## config.mk

```make
export PLATFORM = sky130hd
export DESIGN_NAME = mem_bus_bridge
export DESIGN_NICKNAME = d
export VERILOG_FILES = /design/src/rtl/mem_bus_bridge.sv
export SDC_FILE = /design/constraint.sdc
export NUM_CORES = 1
export LEC_CHECK = 0
export ABC_AREA = 0
export CAP_MARGIN = 15
export CELL_PAD_IN_SITES_DETAIL_PLACEMENT = 0
export CELL_PAD_IN_SITES_GLOBAL_PLACEMENT = 1
export CORE_MARGIN = 5
export CORE_UTILIZATION = 33
export CTS_CLUSTER_SIZE = 16
export DETAILED_ROUTE_END_ITERATION = 16
export HOLD_SLACK_MARGIN = 0.15
export MAX_ROUTING_LAYER = met4
export PLACE_DENSITY = 0.84
export SLEW_MARGIN = 20
export SYNTH_ARGS = -nofsm -noshare
export SYNTH_HDL_FRONTEND = slang
export SYNTH_SLANG_ARGS = --single-unit
export TNS_END_PERCENT = 10
```

## constraint.sdc

```tcl
create_clock -name clk -period 5.3 [get_ports clk]
set_input_delay 1.06 -clock clk [delete_from_list [all_inputs] [get_ports clk]]
set_output_delay 1.06 -clock clk [all_outputs]
set_load 0.03 [all_outputs]
```

## src/rtl/mem_bus_bridge.sv

```systemverilog
// Memory-controller to simple valid/ready bus bridge: three-state IDLE/REQ/DONE handshake.
// Optional bus timeout is enabled with `define MEM_TIMEOUT_EN (uses TIMEOUT_CYCLES).
module mem_bus_bridge #(
  parameter int unsigned TIMEOUT_CYCLES = 16
) (
  input  logic        clk,
  input  logic        rst,
  input  logic        read,
  input  logic        write,
  input  logic [31:0] address,
  input  logic [31:0] dataMemIn,
  input  logic [3:0]  maskByte,
  output logic [31:0] dataMemOut,
  output logic        stall,
  output logic        busErr,
  output logic        bus_valid,
  output logic        bus_we,
  output logic [31:0] bus_addr,
  output logic [31:0] bus_wdata,
  output logic [3:0]  bus_be,
  input  logic        bus_ready,
  input  logic [31:0] bus_rdata
);

  typedef enum logic [1:0] {IDLE, REQ, DONE} state_t;

  state_t state_reg;
  logic   req_accept;
  logic   timeout_hit;
  logic   unused_addr_bits;

  // A write with no byte enables is a no-op and never reaches the bus.
  assign req_accept       = (read | write) & ~(write & (maskByte == 4'b0000));
  assign stall            = ((state_reg == IDLE) & req_accept) | (state_reg == REQ);
  assign unused_addr_bits = ^address[1:0];

`ifdef MEM_TIMEOUT_EN
  localparam logic [7:0] TIMEOUT_LIMIT = 8'(TIMEOUT_CYCLES);

  logic [7:0] timeout_cnt_reg;

  // A response on the expiring cycle still wins over the timeout.
  assign timeout_hit = ~bus_ready & ((timeout_cnt_reg + 8'd1) == TIMEOUT_LIMIT);

  always_ff @(posedge clk or posedge rst) begin
    if (rst) begin
      timeout_cnt_reg <= 8'd0;
      busErr          <= 1'b0;
    end else begin
      busErr <= 1'b0;
      case (state_reg)
        IDLE: if (req_accept) timeout_cnt_reg <= 8'd0;
        REQ: begin
          if (!bus_ready) timeout_cnt_reg <= timeout_cnt_reg + 8'd1;
          if (timeout_hit) busErr <= 1'b1;
        end
        default: ;
      endcase
    end
  end
`else
  localparam int unsigned unused_timeout_cycles = TIMEOUT_CYCLES;

  assign timeout_hit = 1'b0;
  assign busErr      = 1'b0;
`endif

  always_ff @(posedge clk or posedge rst) begin
    if (rst) begin
      state_reg  <= IDLE;
      bus_valid  <= 1'b0;
      bus_we     <= 1'b0;
      bus_addr   <= 32'd0;
      bus_wdata  <= 32'd0;
      bus_be     <= 4'd0;
      dataMemOut <= 32'd0;
    end else begin
      case (state_reg)
        IDLE: begin
          if (req_accept) begin
            bus_valid <= 1'b1;
            bus_we    <= write;
            bus_addr  <= {address[31:2], 2'b00};
            bus_wdata <= dataMemIn;
            bus_be    <= write ? maskByte : 4'b1111;
            state_reg <= REQ;
          end
        end
        REQ: begin
          // bus_* stay frozen until the bus accepts or the timeout aborts.
          if (bus_ready) begin
            bus_valid <= 1'b0;
            if (!bus_we) dataMemOut <= bus_rdata;
            state_reg <= DONE;
          end else if (timeout_hit) begin
            bus_valid <= 1'b0;
            if (!bus_we) dataMemOut <= 32'd0;
            state_reg <= DONE;
          end
        end
        DONE:    state_reg <= IDLE;
        default: state_reg <= IDLE;
      endcase
    end
  end

endmodule
```

### After elaboration in Yosys (flattened, before gate mapping)

Cells that the tools add are included.

* register bits: 102
* bits in latches: 0
* bits in writable memories: 0
* memory bits (read-only): 0
* output and inout bits: 104
* word-level logic and storage cells: 31
* memories kept: 0

* add/sub/neg operators: 0
* multiply operators: 0
* div/mod/pow operators: 0
* order comparisons: 0
* equality and inequality tests: 3
* shift-type cells: 0
* muxes and demuxes: 7
* bitwise logic cells: 7
* reductions and logical operators: 7

Operators with widths (number)
* $reduce_and 3->1: 2
* $logic_not 4->1: 1
* $mux 2: 2
* $mux 4: 1
* $ne 2x2->1 const B: 2
* $pmux 2 s2: 1
* $reduce_and 2->1: 2
* $and 1x1->1: 3
* $eq 2x1->1 const B: 1
* $logic_not 2->1: 1
* $mux 1: 2
* $not 1->1: 2
* $or 1x1->1: 2
* $pmux 1 s2: 1
* $reduce_bool 2->1: 1

### Logic depth before layout (Yosys ltp)

Gate-level depths: netlist of the first run.

* depth after elaboration: 6
* depth in mapped cells: 5
* mapped depth without buffers: 3

### Least setup slack after synthesis of the first run

OpenSTA, ideal clock, no wires.

* kind: input -> output
* start: input write
* end: output stall
* data arrival time: 2082 ps
* required time: 4240 ps
* setup slack: 2158 ps
* stages: 5
* path through: nor2b_1 a211oi_4 buf_6 buf_6 nand2b_1

* cells in the longest elaborated chain, start to end: 5
* elaborated cells between the ends (all ways): 6
* classes of those cells: bitwise (6)

Ends and longest elaborated chain
* start: declaration: RTL line 9 `input logic write,`
* $and 1x1->1: RTL line 33 `assign req_accept = (read | write) & ~(write & (maskByte == 4'b0000));`
* $not 1->1: RTL line 33
* $and 1x1->1 (*): RTL line 33
* $and 1x1->1 (*): RTL line 34 `assign stall = ((state_reg == IDLE) & req_accept) | (state_reg == REQ);`
* $or 1x1->1 (*): RTL line 34
* end: declaration: RTL line 14 `output logic stall,`

Every way passes the cells marked *; elsewhere a longest branch is shown, timed or not.

### Final worst setup path of the first run

Ends and elaborated chain as after synthesis.

==> impl_results.md, run 1 <==
- Cts-stage hold buffer count: 0
- Area Overhead vs Synth: 62.4%
- HP Class: reg -> reg
- Initial Util: 33.9%
- Gpl congestion: 0.698
- Avg Inst Size Synth: 16.6 µm²
- Cells along the critical path: clkdlybuf4s50_1, nor2b_1, a211oi_4, nand2b_1, clkdlybuf4s50_1
- Tightest Pin Transition: 0.852 ns
- Post-Syn Area: 3900 µm²
- Crit path from: write
- Post-route ant nets: 0
- CTS tree: built
- Final nets: 546
- Htree depth: 3
- WL/cell: 17.0 µm
- Setup TNS: 0 ns
- Reg-to-reg critical path startpoint: state_reg[0]
- CP max FO: 6
- GRT Total Usage: 14.3%
- Int Power: 2.67 mW
- Worst path slowest cell: clkdlybuf4s50_1
- Final Hold Viols: 0
- Cts bufs inserted: 9
- Via/cell ratio: 4.55
- Multi-input gate area: 1250 µm²
- Sw Pwr: 1.71 mW
- Ant diodes: 0
- Post-route cell area: 6340 µm²
- Grt ovf: 0
- Biggest regs: bus_wdata x32, dataMemOut x32, bus_addr x30
- Die height: 119 µm
- Pwr per Cell Area: 691 nW/µm²
- Worst R2R End: bus_addr[16]
- Sequential Power Share: 31.4%
- Leak pwr: 2.58 nW
- IR drop worst, VDD: 0.000313 V
- Slew Viols, Final: 0
- Crit share post-route: 73.3%
- # port buffers: 203
- Post-Route Skew: 0.00719 ns
- HPWL after DPL: 7.53 mm
- YS warnings: 0
- Initial antenna violation count: 0
- Arrival time at the worst endpoint: 2.82 ns
- Max Clock Freq: 257 MHz
- Period minus WS final: 3.88 ns
- Part of the power in the clock network: 14.8%
- Final Instance Count excl. Fillers: 587
- Hold Crit Start: bus_wdata[4]
- Status: complete, no violations
- Vias in the first global route: 3092
- Placed cell area: 6050 µm²
- Boundary pin count: 209
- Comb pwr share: 53.8%
- DRT Pass-1 Iters: 4
- Reg area: 2550 µm²
- Width of the die: 119 µm
- CP Class: in -> out
- Drt total wl: 9.97 mm
- Critical Path End Type: output pin
- Layout cell share with drive strength beyond 1: 22.7%
- Root Driver: clkbuf_16
- R2R setup slack: 3.10 ns
- Detailed-route via count: 2672
- Synth unique cells: 23
- Rows: 39
- Global-route wire length before repair: 15.7 mm
- Clock sink count: 102
- Setup Fix Bufs, Post-CTS: 0
- Die area: 14100 µm²
- RSZ-0062 raised after global routing: false
- Fin util: 55.0%
- CTS resizes: 0
- WP data required: 4.24 ns
- Yosys reg bits: 102
- Placed cells: 573
- Worst-path clk slew: 0.06 ns
- Register area share after synthesis: 65.4%
- Filler cells: 1009
- CTS Buffer Depth: 2
- Core area: 11500 µm²
- # setup viols final: 0
- CP most frequent cell: clkdlybuf4s50_1
- R2R cell count: 4
- Switching Fraction: 39.0%
- Clock latency on the worst-skew pair: 0.33 ns
- Critical path launch point type: input port
- Post-Syn Instances: 235
- Largest net degree at the start of global routing: 68
- Hold_ws: 0.486 ns
- Slew HR: 43.2%
- CP endpoint: stall
- Max incr delay on CP: 0.68 ns
- Drt drc: 0
- 1st-iter DRT viols: 101
- Max-cap viol count: 0
## worst min-delay path by stage
stage                         endpoint  slack [ns]  depth (start not counted)
after global routing      bus_wdata[4]        0.49                          1
after CTS                 bus_wdata[4]        0.49                          1
after global placement       bus_be[2]        0.47                          1
after detailed placement  bus_wdata[4]        0.48                          1
after floorplan           state_reg[0]        0.54                          2
final                     bus_wdata[4]        0.49                          1
## critical path: cells and delay by family
family,cells,cell delay (ns)
AND/OR/NAND/NOR,2,0.34
AO/OA/AOI/OAI,1,0.23
buffers and inverters,2,1.19
## logic make-up (layout without fill, tap and decap cells)
group	after synthesis	in the layout	synth area share [%]
other cells	1	3	0.0961
buf+inv	15	222	2.79
simple gates	14	14	2.28
compound gates	6	6	1.44
flops	102	102	65.4
mux	97	97	28.0
## layout by cell type, fill, tap and decap left out, types with 2 or more instances in the layout
cell type,instances
clkbuf_1,2
conb_1,3
clkdlybuf4s50_1,203
dfrtp_1,102
buf_4,3
clkbuf_8,2
clkbuf_16,9
mux2_2,80
mux2_1,17
nand2b_1,5
## area by class of cell
cell class              count  area share (%)
repair buffers            206            32.4
flip-flops and latches    102            40.3
well taps                 143            2.82
multi-input cells         120            19.7
inverters                   2           0.158
clock inverters             1           0.474
clock buffers              13            4.11
## metal layers
metal	part of all wire, %	vias up	global-route usage, %	routed length [µm]
met4	1.9	0	5.87	189
met3	8.7	14	5.54	867
met1	41	1297	16.3	4090
li1	-	1232	-	-
met5	0	-	-	0
met2	48	129	22.7	4820
## Yosys cell counts (all sizes together)
| master | n | share of area, % |
|---|---|---|
| a211oi | 1 | 0.51 |
| a21o | 1 | 0.19 |
| buf | 13 | 2.6 |
| conb | 1 | 0.096 |
| dfrtp | 102 | 65 |
| inv | 2 | 0.19 |
| mux2 | 97 | 28 |
| nand2b | 5 | 0.80 |
| nand3b | 1 | 0.19 |
| nor2 | 2 | 0.19 |
| nor2b | 1 | 0.16 |
| nor3 | 2 | 0.38 |
| nor4 | 1 | 0.16 |
| o21ai | 1 | 0.13 |
| o21bai | 1 | 0.19 |
| o22a | 1 | 0.22 |
| o31ai | 1 | 0.19 |
| or2 | 2 | 0.38 |
## per-stage QoR
step                      total power [mW]  worst slack (ns)
final                                 4.38              1.42
after global routing                  4.59              1.34
after CTS                             4.45              1.40
after detailed placement              3.78              1.42
after global placement                3.72              1.40
after floorplan                       2.77              1.56
## power groups by stage
stage | sequential (mW) | clock, mW | combinational (mW)
finish | 1.37 | 0.649 | 2.35
global route | 1.43 | 0.700 | 2.47
CTS | 1.38 | 0.675 | 2.39
detailed placement | 1.39 | 0 | 2.39
global placement | 1.37 | 0 | 2.35
floorplan | 2.16 | 0 | 0.611
(Power assumes the default switching activity.)
==> run 2: changes to the inputs <==
CORE_UTILIZATION = 30   (was 33)
PLACE_DENSITY = 0.77   (was 0.84)
clock period = 3.7 ns   (was 5.3 ns; I/O delays follow)
==> run 2 against run 1 <==
  * Utilization decreased by 4.1 points
  * Sequential power increased by 43%
  * Hold slack got worse by 0.0015 ns
  * Critical path depth is the same
  * Clock-buffer cell count is the same
  * Cell area increased by 1.9%
  * Via count is 0.22% higher
  * Sequential cell count unchanged
  * Final cell count rose by 5.3%
  * Critical endpoint unchanged
  * Global-route usage down 0.94 points
  * Clock power is 69% higher
  * Sequential share of layout area shrank 0.74 points
==> impl_results.md, run 2 (synthesis results as in run 1) <==
- Status: complete, no violations
- Area Overhead vs Synth: 65.4%
- Pwr per Cell Area: 1000 nW/µm² (+45%)
- GRT Total Usage: 13.4% (-0.94 points)
- Final worst slack: 0.928 ns (-0.488 ns)
- HP Class: reg -> reg
- Arrival time at the worst endpoint: 2.03 ns (-0.79 ns)
- Post-route cell area: 6460 µm² (+1.9%)
- Crit share post-route: 74.9%
- Layout cell share with drive strength beyond 1: 23.3% (+0.57 points)
- Boundary pin count: 209 (unchanged)
- Drt total wl: 9.92 mm (-0.57%)
- Commonest non-fill, non-tap cells in the layout: 202 x clkdlybuf4s50_1, 102 x dfrtp_1, 80 x mux2_2
- WP data required: 2.96 ns (-1.28 ns)
- Post-route ant nets: 0 (unchanged)
- Worst-path clk slew: 0.06 ns (about the same)
- Final nets: 546 (unchanged)
- Initial Util: 30.8% (-3.1 points)
- HPWL after DPL: 7.37 mm (-2.1%)
- R2R setup slack: 1.51 ns (-1.59 ns)
- Hold Crit Start: bus_wdata[1]
- Ant diodes: 0 (unchanged)
- Detailed-route via count: 2678 (+0.22%)
- Placed cell area: 6110 µm² (+0.97%)
- Setup WS pre-CTS: 0.722 ns (-0.696 ns)
- Worst hold path cell count: 1 (unchanged)
- Clock latency on the worst-skew pair: 0.34 ns (about the same)
- Tightest Pin Transition: 0.859 ns (+0.00737 ns)
- Core area: 12700 µm² (+10%)
- Drt drc: 0 (unchanged)
- Die height: 124 µm (+4.5%)
- Grt ovf: 0 (unchanged)
- CTS tree: built
- Htree depth: 3 (unchanged)
- Gpl congestion: 0.693 (-0.79%)
- Setup TNS: 0 ns (unchanged)
- Vias in the first global route: 3001 (-2.9%)
- Via/cell ratio: 4.33 (-4.8%)
- Cts-stage hold buffer count: 0 (unchanged)
- R2R cell count: 4 (unchanged)
- Clock sink count: 102 (unchanged)
- Biggest regs: bus_wdata x32, dataMemOut x32, bus_addr x30
- Period minus WS final: 2.77 ns
- Slew HR: 42.7% (-0.49 points)
- Final Hold Viols: 0 (unchanged)
- Multi-input gate area: 1250 µm² (unchanged)
- Largest net degree at the start of global routing: 68 (unchanged)
- Setup Fix Bufs, Post-CTS: 0 (unchanged)
- CTS Buffer Depth: 2 (unchanged)
- Rows: 41 (+5.1%)
- IR drop worst, VDD: 0.000423 V (+35%)
- Post-Route Skew: 0.00361 ns (-0.00358 ns)
- Commonest non-fill, non-tap cell in the layout: clkdlybuf4s50_1
- CP max FO: 6 (unchanged)
- WL/cell: 16.0 µm (-5.6%)
- CTS resizes: 0 (unchanged)
- Hold EP: bus_wdata[1]
- Cts bufs inserted: 9 (unchanged)
- # port buffers: 203 (unchanged)
- Fin util: 51.0% (-4.1 points)
- DRT Pass-1 Iters: 3 (-1)
- Initial antenna violation count: 0 (unchanged)
- Final Instance Count excl. Fillers: 618 (+5.3%)
- RSZ-0062 raised after global routing: false
- 1st-iter DRT viols: 95 (-5.9%)
- Critical path launch point type: input port
- Filler cells: 1146 (+14%)
- Design Power: 6.45 mW (+47%)
- Hold_ws: 0.484 ns (-0.00145 ns)
- Reg-to-reg critical path startpoint: state_reg[0]
- Slew Viols, Final: 0 (unchanged)
- Reg area: 2550 µm² (unchanged)
- Max-cap viol count: 0 (unchanged)
- Width of the die: 124 µm (+4.5%)
- Die area: 15400 µm² (+9.1%)
- Max Clock Freq: 361 MHz
- Global-route wire length before repair: 15.0 mm (-4.4%)
- Leak pwr: 2.62 nW (+1.5%)
- Worst R2R End: bus_wdata[24]
- # setup viols final: 0 (unchanged)
- CP Class: in -> out
- Placed cells: 602 (+5.1%)
- Root Driver: clkbuf_16
- Critical Path End Type: output pin
## run 2: routing by layer
layer / GRT usage (%) / part of all wire [%] / vias to the layer above
met5: - / 0 / -
li1: - / - / 1235
met4: 6.16 / 1.9 / 0
met2: 21.1 / 48 / 129
met3: 5.00 / 10 / 11
met1: 15.2 / 40 / 1303
## run 2: cell type report
type / count / share of cell area, %
flip-flops and latches: 102 / 39.5
repair buffers: 206 / 32.2
multi-input cells: 120 / 19.4
clock buffers: 13 / 4.03
well taps: 172 / 3.33
clock inverters: 3 / 1.40
inverters: 2 / 0.155
## run 2: how the worst max path moves through the flow
stage                from             to  slack (ns)  cells after the start
floorplan             rst   bus_addr[10]        0.28                      1
global placement    write  bus_wdata[14]        0.72                      5
detailed placement  write    bus_addr[9]        0.72                      5
CTS                 write          stall        0.92                      5
global route        write          stall        0.85                      5
finish              write          stall        0.93                      5
## run 2: power by group
group / total, mW / switching, mW / internal [mW]
logic: 3.39 / 1.79 / 1.60
registers: 1.96 / 0.278 / 1.68
clock network: 1.10 / 0.400 / 0.699
## run 2: worst max-delay path, cell delays in order
cell and delay, ns:
clkdlybuf4s50_1 0.57, nor2b_1 0.28, a211oi_4 0.10, nand2b_1 0.19
buf_12 0.15
==> RTL change: new RTL, config.mk and constraints of run 2 <==
Add a define of `MEM_TIMEOUT_EN`.
--- a/src/rtl/mem_bus_bridge.sv
+++ b/src/rtl/mem_bus_bridge.sv
@@ -2,2 +2,4 @@
 // Optional bus timeout is enabled with `define MEM_TIMEOUT_EN (uses TIMEOUT_CYCLES).
+`define MEM_TIMEOUT_EN
+
 module mem_bus_bridge #(
Formal check against the unedited RTL: no difference found for any inputs over 4 cycles, from zero or initial values and one cycle with rst high; that may be too few to reach the edited logic, so the function may still have changed.
==> RTL change against run 2 <==
Combinational power up 4%. Area after synthesis rose by 17%. Non-clock buffer count increased by 5. Highest routed layer unchanged. Largest cell class unchanged. Setup slack lost 450 ps. Design area rose by 9.1%. Worst hold slack improved by 11 ps. Total power increased by 1.9%. Sequential cell count rose by 9. Sequential power grew 8%. Wire length increased by 18%. Sequential share of layout area decreased by 0.12 points. Global-route usage rose by 0.39 points. Via count is 26% higher.
==> RTL change: results (changes against run 2) <==
vias in the first global route 3787 (+26%); Detailed Route Iter0 Violations 105 (+11%); first-pass GRT wire length 19.1 mm (+27%); worst hold margin 495 ps (+11.1 ps); nets 666 (+22%); status finished clean; R2R Setup Slk 1690 ps (+180 ps); Placed Area 6770 µm² (+11%); clock latency on the worst-skew pair 350 ps; IO buf count 204 (+0.49%); DP Worst Slack 450 ps (-272 ps); Critical Path Fanout Max 5 (-1); most frequent cells after synthesis 111 x dfrtp_1, 60 x mux2_2, 38 x nand2_1; slowest stage delay, CP 620 ps (+50 ps); Fillers 1370 (+20%); Leakage 2.93 nW (+12%); placed cells 737 (+22%); Synth cell types 42 (+83%); Final Cell Area 7050 µm² (+9.1%); Slew HR 55.8% (+13 points); Worst-path clk slew 80 ps (+20 ps); worst path arrival time 2480 ps (+450 ps); Cells after Synth 353 (+50%); WL final 11.7 mm (+18%); worst hold path startpoint bus_addr[2]; GP Congestion 0.745 (+7.5%); sequential element share of the synthesized area 61.0% (-4.4 points); via count 3361 (+26%); RR Startpoint timeout_cnt_reg[1]; layout cells sized above 1 18.2% (-5.1 points); hpwl dp 8.61 mm (+17%); vias per cell 4.46 (+3.0%); reg2reg end dataMemOut[6]; Peak VDD IR 0.449 mV (+6.3%); worst clock skew 9.10 ps (+5.49 ps); 1st-pass router iterations 4 (+1); Reg2Reg Depth 6 (+2); ranking of synthesized cells by area dfrtp_1 61%, mux2_2 15%, o21ai_0 3.5%; Global Route Usage Sum 13.8% (+0.39 points); largest net degree at the start of global routing 61 (-10%)
RTL change: changes by cell type after synthesis, moves of 5 or more:
| cell | run 2 | this run |
|---|---|---|
| nand2_1 | 0 | 38 |
| inv_1 | 2 | 36 |
| o21ai_0 | 1 | 32 |
| mux2_2 | 80 | 60 |
| mux2_1 | 17 | 6 |
| o21ai_2 | 0 | 10 |
| dfrtp_1 | 102 | 111 |
| buf_6 | 3 | 10 |
| o211ai_1 | 0 | 6 |
| buf_4 | 7 | 2 |
RTL change: report_power, final:
group	internal, mW	switching (mW)
Clock	0.469	0.463
Combinational	1.60	1.93
Sequential	1.80	0.320
RTL change: layout make-up:
type	instances	share of cell area, %
Tap cell	188	3.34
Sequential cell	111	39.4
Timing Repair Buffer	211	30.1
Clock inverter	6	0.746
Multi-Input combinational cell	191	21.2
Inverter	36	1.95
Clock buffer	10	3.25
RTL change: worst register-to-register path, stage by stage, from the launching register on:
cell,delay (ps)
dfrtp_1,420
ha_1,190
and2_2,170
o211ai_1,150
a2111oi_4,370
buf_4,390
o21ai_0,170
RTL change: cells by family after synthesis:
logic type                 synth area share (%)
other                                    0.0824
xor gates and xnor gates                  0.193
muxes                                      16.6
AOI/OAI and AO/OA                          8.17
adders and majority gates                 0.275
buffers and inverters                      6.30
DFF                                        61.0
and+or+nand+nor                            7.40
RTL change: layer usage:
layer / track usage, % / part of all wire, % / vias to the layer above
li1: - / - / 1605
met1: 17.0 / 44 / 1589
met2: 21.0 / 46 / 151
met3: 4.61 / 8.5 / 16
met4: 5.49 / 1.7 / 0
met5: - / 0 / -
RTL change: worst max-delay path by stage:
stage / end / cells past startpoint / slack (ps) / startpoint
floorplan: busErr / 1 / 30 / rst
global placement: stall / 5 / 450 / write
detailed placement: stall / 5 / 450 / write
CTS: stall / 5 / 450 / write
global route: stall / 5 / 360 / write
finish: stall / 5 / 480 / write
